===== src/rtl/lpgbt_fifo_emulator.sv =====
// lpGBT link emulator: drains a source FIFO into a sink FIFO (plain or inverted) or emits a counter pattern.
// Optional build macro LPGBT_EMU_STATS_EN enables the saturating word_cnt statistics counter.
module lpgbt_fifo_emulator #(
  parameter int DATA_W = 64,
  parameter int CNT_W  = 16
) (
  input  logic              clk,
  input  logic              RST_N,
  input  logic              enable,
  input  logic [1:0]        mode,
  input  logic [DATA_W-1:0] DO,
  input  logic              EMPTY,
  input  logic              RDBUSY,
  input  logic              FULL,
  input  logic              WRBUSY,
  output logic              RDEN,
  output logic [DATA_W-1:0] DI,
  output logic              WREN,
  output logic              busy,
  output logic              err,
  output logic [CNT_W-1:0]  word_cnt
);

  typedef enum logic [1:0] {IDLE, RUN, DRAIN} state_t;

  localparam logic [1:0]        MODE_OFF  = 2'd0;
  localparam logic [1:0]        MODE_LOOP = 2'd1;
  localparam logic [1:0]        MODE_CNT  = 2'd2;
  localparam logic [1:0]        MODE_INV  = 2'd3;
  localparam logic [DATA_W-1:0] PAT_ONE   = 1;

  state_t            state_reg, state_next;
  logic [1:0]        mode_reg;
  logic              rd_pend_reg;
  logic              hold_v_reg;
  logic [DATA_W-1:0] hold_reg;
  logic [DATA_W-1:0] pat_reg;
  logic [DATA_W-1:0] di_reg;
  logic              wren_reg;
  logic              err_reg;
  logic              loop_mode;
  logic              sink_ready;
  logic [DATA_W-1:0] rx_word;

  assign loop_mode  = (mode_reg == MODE_LOOP) || (mode_reg == MODE_INV);
  assign sink_ready = !FULL && !WRBUSY;
  assign rx_word    = (mode_reg == MODE_INV) ? ~DO : DO;

  // A new read is only issued when the returning word is guaranteed a landing spot
  // (sink ready now, hold register free), so at most one word is in flight plus one held.
  always_comb begin
    state_next = state_reg;
    RDEN       = 1'b0;
    case (state_reg)
      IDLE: begin
        if (enable) state_next = RUN;
      end
      RUN: begin
        RDEN = loop_mode && !EMPTY && !RDBUSY && sink_ready && !hold_v_reg;
        if (!enable) state_next = DRAIN;
      end
      DRAIN: begin
        if (!rd_pend_reg && !hold_v_reg) state_next = IDLE;
      end
      default: state_next = IDLE;
    endcase
  end

  always_ff @(posedge clk or negedge RST_N) begin
    if (!RST_N) begin
      state_reg   <= IDLE;
      mode_reg    <= MODE_OFF;
      rd_pend_reg <= 1'b0;
      hold_v_reg  <= 1'b0;
      hold_reg    <= '0;
      pat_reg     <= '0;
      di_reg      <= '0;
      wren_reg    <= 1'b0;
      err_reg     <= 1'b0;
    end else begin
      state_reg   <= state_next;
      rd_pend_reg <= RDEN;
      wren_reg    <= 1'b0;
      if (state_reg == IDLE && enable) begin
        mode_reg <= mode;
        if (mode == MODE_OFF) err_reg <= 1'b1;
      end
      // Held word has priority; it can never coincide with a fresh arrival.
      if (hold_v_reg) begin
        if (sink_ready) begin
          wren_reg   <= 1'b1;
          di_reg     <= hold_reg;
          hold_v_reg <= 1'b0;
        end
      end else if (rd_pend_reg) begin
        if (sink_ready) begin
          wren_reg <= 1'b1;
          di_reg   <= rx_word;
        end else begin
          hold_reg   <= rx_word;
          hold_v_reg <= 1'b1;
        end
      end else if (state_reg == RUN && mode_reg == MODE_CNT && sink_ready) begin
        wren_reg <= 1'b1;
        di_reg   <= pat_reg;
        pat_reg  <= pat_reg + PAT_ONE;
      end
    end
  end

  assign DI   = di_reg;
  assign WREN = wren_reg;
  assign busy = (state_reg != IDLE);
  assign err  = err_reg;

`ifdef LPGBT_EMU_STATS_EN
  localparam logic [CNT_W-1:0] CNT_ONE = 1;
  logic [CNT_W-1:0] word_cnt_reg;

  always_ff @(posedge clk or negedge RST_N) begin
    if (!RST_N) begin
      word_cnt_reg <= '0;
    end else if (wren_reg && (word_cnt_reg != {CNT_W{1'b1}})) begin
      word_cnt_reg <= word_cnt_reg + CNT_ONE;
    end
  end

  assign word_cnt = word_cnt_reg;
`else
  assign word_cnt = '0;
`endif

endmodule

===== config.mk =====
export PLATFORM = sky130hd
export DESIGN_NAME = lpgbt_fifo_emulator
export DESIGN_NICKNAME = d
export VERILOG_FILES = /design/src/rtl/lpgbt_fifo_emulator.sv
export SDC_FILE = /design/constraint.sdc
export NUM_CORES = 1
export LEC_CHECK = 0
export ABC_AREA = 1
export CAP_MARGIN = 0
export CORE_ASPECT_RATIO = 1.75
export CORE_MARGIN = 2
export CORE_UTILIZATION = 55
export CTS_CLUSTER_DIAMETER = 50
export DETAILED_ROUTE_END_ITERATION = 8
export GPL_ROUTABILITY_DRIVEN = 0
export PLACE_DENSITY = 0.88
export SKIP_LAST_GASP = 1
export SLEW_MARGIN = 20
export SYNTH_ARGS = -nofsm -noshare
export SYNTH_HDL_FRONTEND = slang
export SYNTH_SLANG_ARGS = --single-unit
export TNS_END_PERCENT = 1

===== constraint.sdc =====
create_clock -name clk -period 2.1 [get_ports clk]
set_input_delay 0.42 -clock clk [delete_from_list [all_inputs] [get_ports clk]]
set_output_delay 0.42 -clock clk [all_outputs]
set_load 0.02 [all_outputs]

== Word level (Yosys, flattened, before mapping) ==
Cells that the tools add are included.

* Bits in read-only memories: 0
* Bits in writable memories: 0
* Word-level logic and storage cells: 67
* Input port bits: 73
* Memories: 0
* Register bits after elaboration: 200
* Latch bits: 0
* Output and inout port bits: 84

* Equality and inequality tests: 10
* $mul: 0
* Divide/modulo/power cells: 0
* $lt $le $gt $ge: 0
* Muxes and demuxes: 18
* Bitwise operators: 4
* Shift operators: 0
* Add/sub/neg operators: 1
* Reduce and logical (&&, ||, !) cells: 25

{| class="wikitable"
|+ Operator list
! operator !! number
|-
| 2-to-1 mux 64 bit || 6
|-
| adder 64 x 1 -> 64 bit (second input constant) || 1
|-
| NOT 64 bit || 1
|-
| AND reduction 3 bit || 4
|-
| logical AND 1 bit || 9
|-
| 2-to-1 mux 1 bit || 8
|-
| equality test 2 bit (second input constant) || 3
|-
| zero test 1 bit || 6
|-
| 2-to-1 mux 2 bit || 3
|-
| != test 2 bit (second input constant) || 3
|-
| one-hot mux 2 bit (3 select lines) || 1
|-
| equality test 2 x 1 -> 1 bit (second input constant) || 2
|-
| zero test 2 bit || 2
|-
| != test 2 x 1 -> 1 bit (second input constant) || 2
|-
| NOT 1 bit || 3
|-
| nonzero test 3 bit || 1
|-
| AND reduction 2 bit || 1
|-
| nonzero test 2 bit || 1
|-
| logical OR 1 bit || 1
|}

== Longest topological paths before layout ==
Gate-level depths: netlist (run 1).

* Depth in word-level cells: 7
* Gate-level depth with buffers: 11
* Depth with buffers taken out: 11

== Least setup slack after synthesis (run 1) ==
Ideal clock, no wire load.

* Path type: register to output
* Start point: register hold_v_reg
* End point: output RDEN
* Data required time: 1680 ps
* Slack: 6 ps
* Path buffers: 2
* Cell stages (with the launch flop): 6
* Data arrival time: 1674 ps
* Cell sequence: dfrtp_1 > inv_1 > clkbuf_1 > clkbuf_1 > nand3_1 > nor3_1

* Longest elaborated chain between the ends: 3

{| class="wikitable"
|+ RTL lines
! item !! RTL line !! text
|-
| start, declared || 35 || <nowiki>logic hold_v_reg;</nowiki>
|-
| start signal, assigned || 74 || <nowiki>hold_v_reg <= 1'b0;</nowiki>
|-
| start signal, assigned || 93 || <nowiki>hold_v_reg <= 1'b0;</nowiki>
|-
| start signal, assigned || 101 || <nowiki>hold_v_reg <= 1'b1;</nowiki>
|-
| zero test 1 bit || 59 || <nowiki>RDEN = loop_mode && !EMPTY && !RDBUSY && sink_ready && !hold_v_reg;</nowiki>
|-
| logical AND 1 bit || 59 ||
|-
| 2-to-1 mux 1 bit || 54 || <nowiki>case (state_reg)</nowiki>
|-
| end, declared || 16 || <nowiki>output logic RDEN,</nowiki>
|}

No other way between the ends.

== Worst setup path in the final report (run 1) ==
* Start point: register pat_reg[32]
* End point: register pat_reg[63]

* Longest elaborated chain between the ends: 1

{| class="wikitable"
|+ RTL lines
! item !! RTL line !! text
|-
| start, declared || 37 || <nowiki>logic [DATA_W-1:0] pat_reg;</nowiki>
|-
| start signal, assigned || 106 || <nowiki>pat_reg <= pat_reg + PAT_ONE;</nowiki>
|-
| adder 64 x 1 -> 64 bit || 106 ||
|}

No other way between the ends.
A chain may end at the register's enable or synchronous reset.

==> impl_results.html, run 1 <==
<table>
<tr><th>Metric</th><th>Value</th></tr>
<tr><th colspan="2">Run status</th></tr>
<tr><td>Status</td><td>finished, final reports clean</td></tr>
<tr><th colspan="2">Logic synthesis</th></tr>
<tr><td>Number of enable flip-flop cells after synthesis</td><td>0</td></tr>
<tr><td>Instance count of the mapped netlist</td><td>1,156</td></tr>
<tr><td>Seq/Total Area, Yosys</td><td>47.83%</td></tr>
<tr><td>Most common flop cell mapped by yosys</td><td>sky130_fd_sc_hd__dfrtp_1</td></tr>
<tr><td>Synth Cell Area</td><td>10,460 sq um</td></tr>
<tr><td>Number of synthesis warnings</td><td>0</td></tr>
<tr><td>Post-Syn Area per Cell</td><td>between 9 and 10 sq um</td></tr>
<tr><td>FF+latch count, synth</td><td>200</td></tr>
<tr><td>Unique masters post-synth</td><td>34</td></tr>
<tr><td>Async set-or-reset flop fraction in the synthesized netlist</td><td>100.0%</td></tr>
<tr><th colspan="2">Finish</th></tr>
<tr><td>Net count, final</td><td>1,378</td></tr>
<tr><td>Synth-to-Final Area Change</td><td>22.92%</td></tr>
<tr><td>Filler Cell Count</td><td>roughly 1,400</td></tr>
<tr><td>Ant. Diodes</td><td>0</td></tr>
<tr><td>Fraction of final layout cells with drive strength greater than 1</td><td>between 10% and 20%</td></tr>
<tr><td>Post-Layout Inst Area</td><td>between 10,000 and 15,000 sq um</td></tr>
<tr><th colspan="2">Routing</th></tr>
<tr><td>Number of design-rule violations left by the first detailed-router iteration</td><td>between 1,000 and 1,500</td></tr>
<tr><td>Post-route DRC violation count</td><td>0</td></tr>
<tr><td>Vias per cell</td><td>5.865</td></tr>
<tr><td>Length of the first detailed-routing pass in iterations</td><td>9</td></tr>
<tr><td>Drt total wl</td><td>28,130 microns</td></tr>
<tr><td>Via count</td><td>between 9,000 and 10,000</td></tr>
<tr><td>Post-DR wirelength/cell</td><td>18.09 microns</td></tr>
<tr><td>Number of nets still failing antenna checks after routing</td><td>0</td></tr>
<tr><th colspan="2">Critical path</th></tr>
<tr><td>Top fanout value on the critical path</td><td>4</td></tr>
<tr><td>Data required time of the critical path</td><td>2.43 ns</td></tr>
<tr><td>CP Launch Type</td><td>flip-flop</td></tr>
<tr><td>R2R Path Start</td><td>pat_reg[32]</td></tr>
<tr><td>Slack of the worst reg-to-reg path</td><td>0.0006 ns</td></tr>
<tr><td>Reg2reg path depth</td><td>9</td></tr>
<tr><td>Timing endpoint of the critical path</td><td>pat_reg[63]</td></tr>
<tr><td>Capturing element type of the critical path</td><td>flip-flop</td></tr>
<tr><td>R2R Path End</td><td>pat_reg[63]</td></tr>
<tr><td>Endpoint arrival time on the critical path</td><td>2.43 ns</td></tr>
<tr><td>Critical path type</td><td>reg -&gt; reg</td></tr>
<tr><td>Launching instance or port of the critical path</td><td>pat_reg[32]</td></tr>
<tr><th colspan="2">GRT</th></tr>
<tr><td>Pin count of the biggest net entering global routing</td><td>74</td></tr>
<tr><td>Antenna violations before repair</td><td>0</td></tr>
<tr><td>Leftover overflow at the end of global routing</td><td>0</td></tr>
<tr><td>First-pass GRT wire length</td><td>46,200 microns</td></tr>
<tr><td>Total global-route track usage</td><td>28.79%</td></tr>
<tr><td>Vias in the first global route</td><td>9,338</td></tr>
<tr><th colspan="2">Timing</th></tr>
<tr><td>Slew Limit Fails</td><td>0</td></tr>
<tr><td>Maximum operating frequency</td><td>0.4763 GHz</td></tr>
<tr><td>Clock tree skew after final layout</td><td>0.01214 ns</td></tr>
<tr><td>Transition time at the pin with the least slew margin</td><td>0.7500 ns</td></tr>
<tr><td>Number of setup violations in the final report</td><td>0</td></tr>
<tr><td>Unrepaired setup endpoints after global routing</td><td>yes</td></tr>
<tr><td>Clock period minus worst slack</td><td>around 2.1 ns</td></tr>
<tr><td>Count of final hold-check violations</td><td>0</td></tr>
<tr><td>Ratio of final minimum period to clock period</td><td>99.97%</td></tr>
<tr><td>Worst-case hold slack</td><td>around 0.48 ns</td></tr>
<tr><td>Worst relative slew slack</td><td>50.00%</td></tr>
<tr><th colspan="2">Power and ir drop</th></tr>
<tr><td>Maximum resistive drop on vdd</td><td>0.5243 mV</td></tr>
<tr><td>Total leakage power</td><td>5.288 nW</td></tr>
<tr><td>Overall power after layout</td><td>12.62 mW</td></tr>
<tr><td>Cell area power density</td><td>981.1 nW/um^2</td></tr>
<tr><th colspan="2">Die</th></tr>
<tr><td>DIE HEIGHT</td><td>186.5 microns</td></tr>
<tr><td>Die Outline Area</td><td>20,190 sq um</td></tr>
<tr><td>Initial standard-cell utilization of the core</td><td>56.07%</td></tr>
<tr><td>Placement Rows</td><td>66</td></tr>
<tr><td># IOs</td><td>between 150 and 200</td></tr>
<tr><td>DIE WIDTH</td><td>108.3 microns</td></tr>
<tr><td>Core Area</td><td>18,660 sq um</td></tr>
<tr><th colspan="2">CTS</th></tr>
<tr><td>Post-CTS setup-driven buffer insertion count</td><td>0</td></tr>
<tr><td>Clk sink count</td><td>200</td></tr>
<tr><td>Worst-Skew Late Latency</td><td>0.44 ns</td></tr>
<tr><td>Clock tree from TritonCTS</td><td>done</td></tr>
<tr><td>CTS buffer count</td><td>17</td></tr>
<tr><td>CTS H-Tree Depth</td><td>4</td></tr>
<tr><td>Buffer type at the clock tree root</td><td>sky130_fd_sc_hd__clkbuf_16</td></tr>
<tr><td>Buffers from clock root to sink, at most</td><td>2</td></tr>
<tr><td>Clock transition time at the flip-flop clock pins of the worst setup and hold paths</td><td>about 0.080 ns</td></tr>
<tr><th colspan="2">Worst hold path</th></tr>
<tr><td>Min-Delay Path Class</td><td>reg -&gt; reg</td></tr>
<tr><th colspan="2">Run</th></tr>
<tr><td>Maximum capacitance violations</td><td>0</td></tr>
<tr><th colspan="2">Place</th></tr>
<tr><td>I/O Buffers</td><td>140</td></tr>
<tr><td>Post-place instance area</td><td>roughly 12,000 sq um</td></tr>
<tr><td>HPWL after DPL</td><td>~20,000 microns</td></tr>
</table>
timing repair:
item | 4_1_cts | 5_1_grt
hold endpoints to repair | 53 | 0
hold buffers | 1 | 0
resized for setup | 1 | 4
setup endpoints to repair | 1 | 2
pin swaps | 0 | 0
Yosys cell counts (3+ instances only):
cell type                    n  area (sq um)
sky130_fd_sc_hd__dfrtp_1   200          5005
sky130_fd_sc_hd__a22oi_1    64         480.5
sky130_fd_sc_hd__nand3_1   101         505.5
sky130_fd_sc_hd__buf_2      22         110.1
sky130_fd_sc_hd__mux2_2     63         709.4
sky130_fd_sc_hd__nor2_4      3         33.78
sky130_fd_sc_hd__nor3_1     15         75.07
sky130_fd_sc_hd__a31oi_1    64         400.4
sky130_fd_sc_hd__buf_1       6         22.52
sky130_fd_sc_hd__o21ai_0     7         35.03
sky130_fd_sc_hd__inv_1      74         277.8
sky130_fd_sc_hd__nand3b_1    9         67.56
sky130_fd_sc_hd__buf_4      22         165.2
sky130_fd_sc_hd__clkbuf_1   21         78.83
sky130_fd_sc_hd__xnor2_1    83         727.0
sky130_fd_sc_hd__nor2_1    159         596.8
sky130_fd_sc_hd__nand4_1    21         131.4
sky130_fd_sc_hd__inv_2       3         11.26
sky130_fd_sc_hd__xor2_1     22         192.7
sky130_fd_sc_hd__nand2_1   171         641.9
sky130_fd_sc_hd__nor2_2     10         62.56
per-stage QoR:
stage | setup TNS [ns] | setup WS [ns] | util [%] | cells
after floorplan | 0 | 0.006466 | - | 1171
after global placement | -4.354 | -0.1628 | 65.81 | 1522
after detailed placement | -9.646 | -0.2289 | 65.81 | 1522
after CTS | 0 | 0.04033 | 68.93 | 1555
after global routing | -0.02451 | -0.02451 | 68.92 | 1555
final | 0 | 0.0006017 | 68.92 | 1555
final cells by class:
type,instances,area [sq um],share of cell area (%)
Clock buffer,20,466.7,3.628
Clock inverter,12,107.6,0.8366
Inverter,77,289.0,2.247
Multi-Input combinational cell,822,4857,37.76
Sequential cell,200,5009,38.94
Tap cell,238,297.8,2.315
Timing Repair Buffer,186,1836,14.27
how the worst min path moves through the flow:
stage / depth (start not counted) / start / endpoint / slack [ns]
2_1_floorplan: 0 / RST_N / DI[0] / 0.12
3_3_place_gp: 1 / RST_N / err / 0.43
3_5_place_dp: 1 / RST_N / err / 0.43
4_1_cts: 1 / err / err / 0.48
5_1_grt: 1 / err / err / 0.49
6_report: 1 / err / err / 0.48
worst max-delay path: stages (launching register included):
cell,delay [ns]
sky130_fd_sc_hd__dfrtp_1,0.50
sky130_fd_sc_hd__nand2_1,0.17
sky130_fd_sc_hd__nor2_1,0.25
sky130_fd_sc_hd__inv_1,0.10
sky130_fd_sc_hd__nor2_1,0.23
sky130_fd_sc_hd__nand2_1,0.23
sky130_fd_sc_hd__nor3_1,0.27
sky130_fd_sc_hd__nand2_1,0.09
sky130_fd_sc_hd__nand2_1,0.08
sky130_fd_sc_hd__nand2_1,0.05
where the power goes:
| part | total, mW | internal [mW] | switching [mW] | leakage [nW] |
|---|---|---|---|---|
| registers | 5.39 | 4.81 | 0.587 | 2.47 |
| logic | 4.00 | 1.99 | 2.01 | 2.53 |
| clock network | 3.23 | 1.65 | 1.57 | 0.280 |
| total | 12.6 | 8.45 | 4.17 | 5.29 |
cell usage in the layout, fill, tap and decap left out, types with 7 or more instances in the layout:
cell / synthesis / layout
sky130_fd_sc_hd__buf_12: 0 / 7
sky130_fd_sc_hd__xnor2_1: 83 / 83
sky130_fd_sc_hd__clkbuf_16: 0 / 17
sky130_fd_sc_hd__dfrtp_1: 200 / 197
sky130_fd_sc_hd__inv_1: 74 / 73
sky130_fd_sc_hd__nand3b_1: 9 / 9
sky130_fd_sc_hd__clkdlybuf4s50_1: 0 / 138
sky130_fd_sc_hd__conb_1: 1 / 16
sky130_fd_sc_hd__nand4_1: 21 / 21
sky130_fd_sc_hd__nor3_1: 15 / 15
sky130_fd_sc_hd__a22oi_1: 64 / 64
sky130_fd_sc_hd__buf_4: 22 / 38
sky130_fd_sc_hd__a31oi_1: 64 / 64
sky130_fd_sc_hd__nor2_1: 159 / 159
sky130_fd_sc_hd__nor2_2: 10 / 10
sky130_fd_sc_hd__nand2_1: 171 / 170
sky130_fd_sc_hd__mux2_2: 63 / 63
sky130_fd_sc_hd__xor2_1: 22 / 22
sky130_fd_sc_hd__nand3_1: 101 / 101
sky130_fd_sc_hd__o21ai_0: 7 / 7
kinds of logic after synthesis:
group	count (synthesis)	share of synthesized area [%]
AND/OR/NAND/NOR	496	20.83
AO/OA/AOI/OAI	140	9.040
multiplexers	64	6.887
flip-flops	200	47.83
XOR/XNOR	105	8.789
adder cells (fa/ha/maj)	1	0.1196
buffers and inverters	149	6.469
other	1	0.03584
layer usage:
layer	vias to the layer above	routed length, microns	GRT usage (%)
met5	-	0	0
met4	0	1661	15.24
met3	155	1655	4.541
met2	447	15060	51.45
met1	4343	9761	32.18
li1	4175	-	-
No activity file was read; power rests on OpenSTA's default activity.
==> run 2: changes to the inputs <==
DONT_BUFFER_PORTS = 1   (was default)
PLACE_DENSITY = 0.77   (was 0.88)
==> run 2 against run 1 <==
  * The flow now finishes with violations (negative hold slack)
  * Utilization decreased by 8.8 points
  * Total power decreased by 11%
  * Worst setup slack improved by 0.068 ns
  * Clock skew increased by 0.0035 ns
  * Combinational power decreased by 57%
  * Via count decreased by 10%
  * Clock power about the same
  * Final area decreased by 13%
  * Count of clock-buffer cells in the layout decreased by 3
  * Non-clock buffer count decreased by 168
  * Sequential cell count unchanged
  * Fmax increased by 3.3%
  * Critical path type is now reg -> out
  * Largest cell class unchanged
  * Largest power group unchanged
==> impl_results.html, run 2 (same netlist as run 1, synthesis figures left out) <==
<table>
<tr><th>Metric</th><th>Value</th></tr>
<tr><th colspan="2">Run status</th></tr>
<tr><td>Status</td><td>finished, violations left</td></tr>
<tr><td>Failing checks</td><td>negative hold slack</td></tr>
<tr><th colspan="2">Timing</th></tr>
<tr><td>Worst-case hold slack</td><td>-0.3212 ns</td></tr>
<tr><td>Slew Limit Fails</td><td>0</td></tr>
<tr><td>Count of final hold-check violations</td><td>200</td></tr>
<tr><td>Ratio of final minimum period to clock period</td><td>96.75%</td></tr>
<tr><td>Clock tree skew after final layout</td><td>0.01565 ns</td></tr>
<tr><td>Transition time at the pin with the least slew margin</td><td>0.7604 ns</td></tr>
<tr><td>Number of setup violations in the final report</td><td>0</td></tr>
<tr><td>Unrepaired setup endpoints after global routing</td><td>no</td></tr>
<tr><td>Maximum operating frequency</td><td>roughly 0.5 GHz</td></tr>
<tr><td>Final sum of negative setup slack</td><td>0 ns</td></tr>
<tr><td>Clock period minus worst slack</td><td>2.032 ns</td></tr>
<tr><td>Worst relative slew slack</td><td>49.31%</td></tr>
<tr><th colspan="2">Routing</th></tr>
<tr><td>Post-route DRC violation count</td><td>0</td></tr>
<tr><td>Drt total wl</td><td>26,230 microns</td></tr>
<tr><td>Number of nets still failing antenna checks after routing</td><td>0</td></tr>
<tr><td>Post-DR wirelength/cell</td><td>18.92 microns</td></tr>
<tr><td>Via count</td><td>~8,000</td></tr>
<tr><td>Number of design-rule violations left by the first detailed-router iteration</td><td>610</td></tr>
<tr><td>Length of the first detailed-routing pass in iterations</td><td>6</td></tr>
<tr><td>Vias per cell</td><td>5.892</td></tr>
<tr><th colspan="2">Worst hold path</th></tr>
<tr><td>Min-Delay Path Class</td><td>in -&gt; async</td></tr>
<tr><th colspan="2">CTS</th></tr>
<tr><td>Clock tree from TritonCTS</td><td>done</td></tr>
<tr><td>Clk sink count</td><td>200</td></tr>
<tr><td>Post-CTS setup-driven buffer insertion count</td><td>0</td></tr>
<tr><td>Clock transition time at the flip-flop clock pins of the worst setup and hold paths</td><td>~0.07 ns</td></tr>
<tr><td>CTS H-Tree Depth</td><td>4</td></tr>
<tr><td>Worst-Skew Late Latency</td><td>0.44 ns</td></tr>
<tr><td>Buffers from clock root to sink, at most</td><td>2</td></tr>
<tr><td>Buffer type at the clock tree root</td><td>sky130_fd_sc_hd__clkbuf_16</td></tr>
<tr><td>CTS buffer count</td><td>17</td></tr>
<tr><th colspan="2">GRT</th></tr>
<tr><td>Total global-route track usage</td><td>26.86%</td></tr>
<tr><td>Vias in the first global route</td><td>8,306</td></tr>
<tr><td>First-pass GRT wire length</td><td>~43,000 microns</td></tr>
<tr><td>Antenna violations before repair</td><td>0</td></tr>
<tr><td>Pin count of the biggest net entering global routing</td><td>201</td></tr>
<tr><td>Leftover overflow at the end of global routing</td><td>0</td></tr>
<tr><th colspan="2">Finish</th></tr>
<tr><td>Ant. Diodes</td><td>0</td></tr>
<tr><td>Commonest cells after routing, fill and taps aside</td><td>198 x sky130_fd_sc_hd__dfrtp_1, 170 x sky130_fd_sc_hd__nand2_1, 159 x sky130_fd_sc_hd__nor2_1</td></tr>
<tr><td>Net count, final</td><td>about 1,200</td></tr>
<tr><td>Filler Cell Count</td><td>1,625</td></tr>
<tr><td>Most common library cell in the layout ignoring fill and taps</td><td>sky130_fd_sc_hd__dfrtp_1</td></tr>
<tr><td>Synth-to-Final Area Change</td><td>7.198%</td></tr>
<tr><td>Fraction of final layout cells with drive strength greater than 1</td><td>between 10 and 15%</td></tr>
<tr><th colspan="2">Critical path</th></tr>
<tr><td>CP Launch Type</td><td>flip-flop</td></tr>
<tr><td>Data required time of the critical path</td><td>1.68 ns</td></tr>
<tr><td>Endpoint arrival time on the critical path</td><td>1.61 ns</td></tr>
<tr><td>Reg2reg path depth</td><td>9</td></tr>
<tr><td>R2R Path End</td><td>pat_reg[62]</td></tr>
<tr><td>Top fanout value on the critical path</td><td>30</td></tr>
<tr><td>Slack of the worst reg-to-reg path</td><td>0.16 ns</td></tr>
<tr><td>Capturing element type of the critical path</td><td>output port</td></tr>
<tr><td>Critical path type</td><td>reg -&gt; out</td></tr>
<tr><td>R2R Path Start</td><td>hold_v_reg</td></tr>
<tr><th colspan="2">Die</th></tr>
<tr><td>Die Outline Area</td><td>20,190 sq um</td></tr>
<tr><td>Core Area</td><td>18,660 sq um</td></tr>
<tr><td>Initial standard-cell utilization of the core</td><td>56.07%</td></tr>
<tr><td>DIE WIDTH</td><td>108.3 microns</td></tr>
<tr><td>Placement Rows</td><td>66</td></tr>
<tr><td>DIE HEIGHT</td><td>186.5 microns</td></tr>
<tr><td># IOs</td><td>157</td></tr>
<tr><th colspan="2">Run</th></tr>
<tr><td>Maximum capacitance violations</td><td>0</td></tr>
<tr><th colspan="2">Place</th></tr>
<tr><td>I/O Buffers</td><td>0</td></tr>
<tr><td>HPWL after DPL</td><td>18,420 microns</td></tr>
<tr><th colspan="2">Power and ir drop</th></tr>
<tr><td>Total leakage power</td><td>4.576 nW</td></tr>
<tr><td>Maximum resistive drop on vdd</td><td>0.6950 mV</td></tr>
<tr><td>Cell area power density</td><td>~1000 nW/um^2</td></tr>
</table>
## run 2: worst max-delay path by stage
| stage | slack [ns] | cells past startpoint | endpoint | start |
|---|---|---|---|---|
| finish | 0.07 | 5 | RDEN | hold_v_reg |
| global route | 0.0004 | 5 | RDEN | hold_v_reg |
| floorplan | 0.006 | 5 | RDEN | hold_v_reg |
| detailed placement | 0.17 | 8 | pat_reg[47] | WRBUSY |
| global placement | 0.23 | 10 | pat_reg[55] | WRBUSY |
| CTS | 0.05 | 5 | RDEN | hold_v_reg |
## run 2: final cells by class
| cell class | count | area (sq um) | area share, % |
|---|---|---|---|
| Inverter | 77 | 289.0 | 2.577 |
| Timing Repair Buffer | 18 | 201.4 | 1.796 |
| Clock buffer | 17 | 425.4 | 3.793 |
| Tap cell | 238 | 297.8 | 2.655 |
| Clock inverter | 14 | 138.9 | 1.238 |
| Sequential cell | 200 | 5007 | 44.64 |
| Multi-Input combinational cell | 822 | 4857 | 43.30 |
## run 2: through the flow
step           utilization, %  area [sq um]  cells  setup slack, ns  total power, mW
3_3_place_gp            57.06         10650   1355           0.2250            7.936
3_5_place_dp            57.06         10650   1355           0.1697            8.053
6_report                60.10         11220   1386          0.06829            11.19
5_1_grt                 60.10         11220   1386        0.0003688            11.74
2_1_floorplan               -         10520   1171         0.006466            7.554
4_1_cts                 60.10         11220   1386          0.04860            11.27
## run 2: timing repair
action                                  CTS  global route
gates resized for setup                   1             0
hold endpoints to repair                200           200
endpoints found under the setup margin    1             0
## run 2: routing by layer
| metal | wire (microns) | GRT usage, % |
|---|---|---|
| met1 | 9587 | 29.93 |
| met4 | 1500 | 15.43 |
| met5 | 0 | 0 |
| met3 | 1364 | 5.414 |
| met2 | 13780 | 46.66 |
## run 2: worst max-delay path: stages, from the launching register on
cell and delay [ns]:
sky130_fd_sc_hd__dfrtp_2 0.46, sky130_fd_sc_hd__buf_6 0.21, sky130_fd_sc_hd__inv_2 0.08, sky130_fd_sc_hd__nand3_1 0.07
sky130_fd_sc_hd__nor3_1 0.18, sky130_fd_sc_hd__buf_4 0.18
## run 2: where the power goes
group	internal [mW]	switching, mW	leakage (nW)
clock network	1.66	1.57	0.263
registers	4.80	1.46	2.48
logic	0.846	0.858	1.84
total	7.31	3.89	4.58
==> run 3: changes to the inputs <==
CTS_CLUSTER_DIAMETER = default   (was 50)
==> results of run 3 <==
Final layout, timing and power as in run 2 (identical DEF).
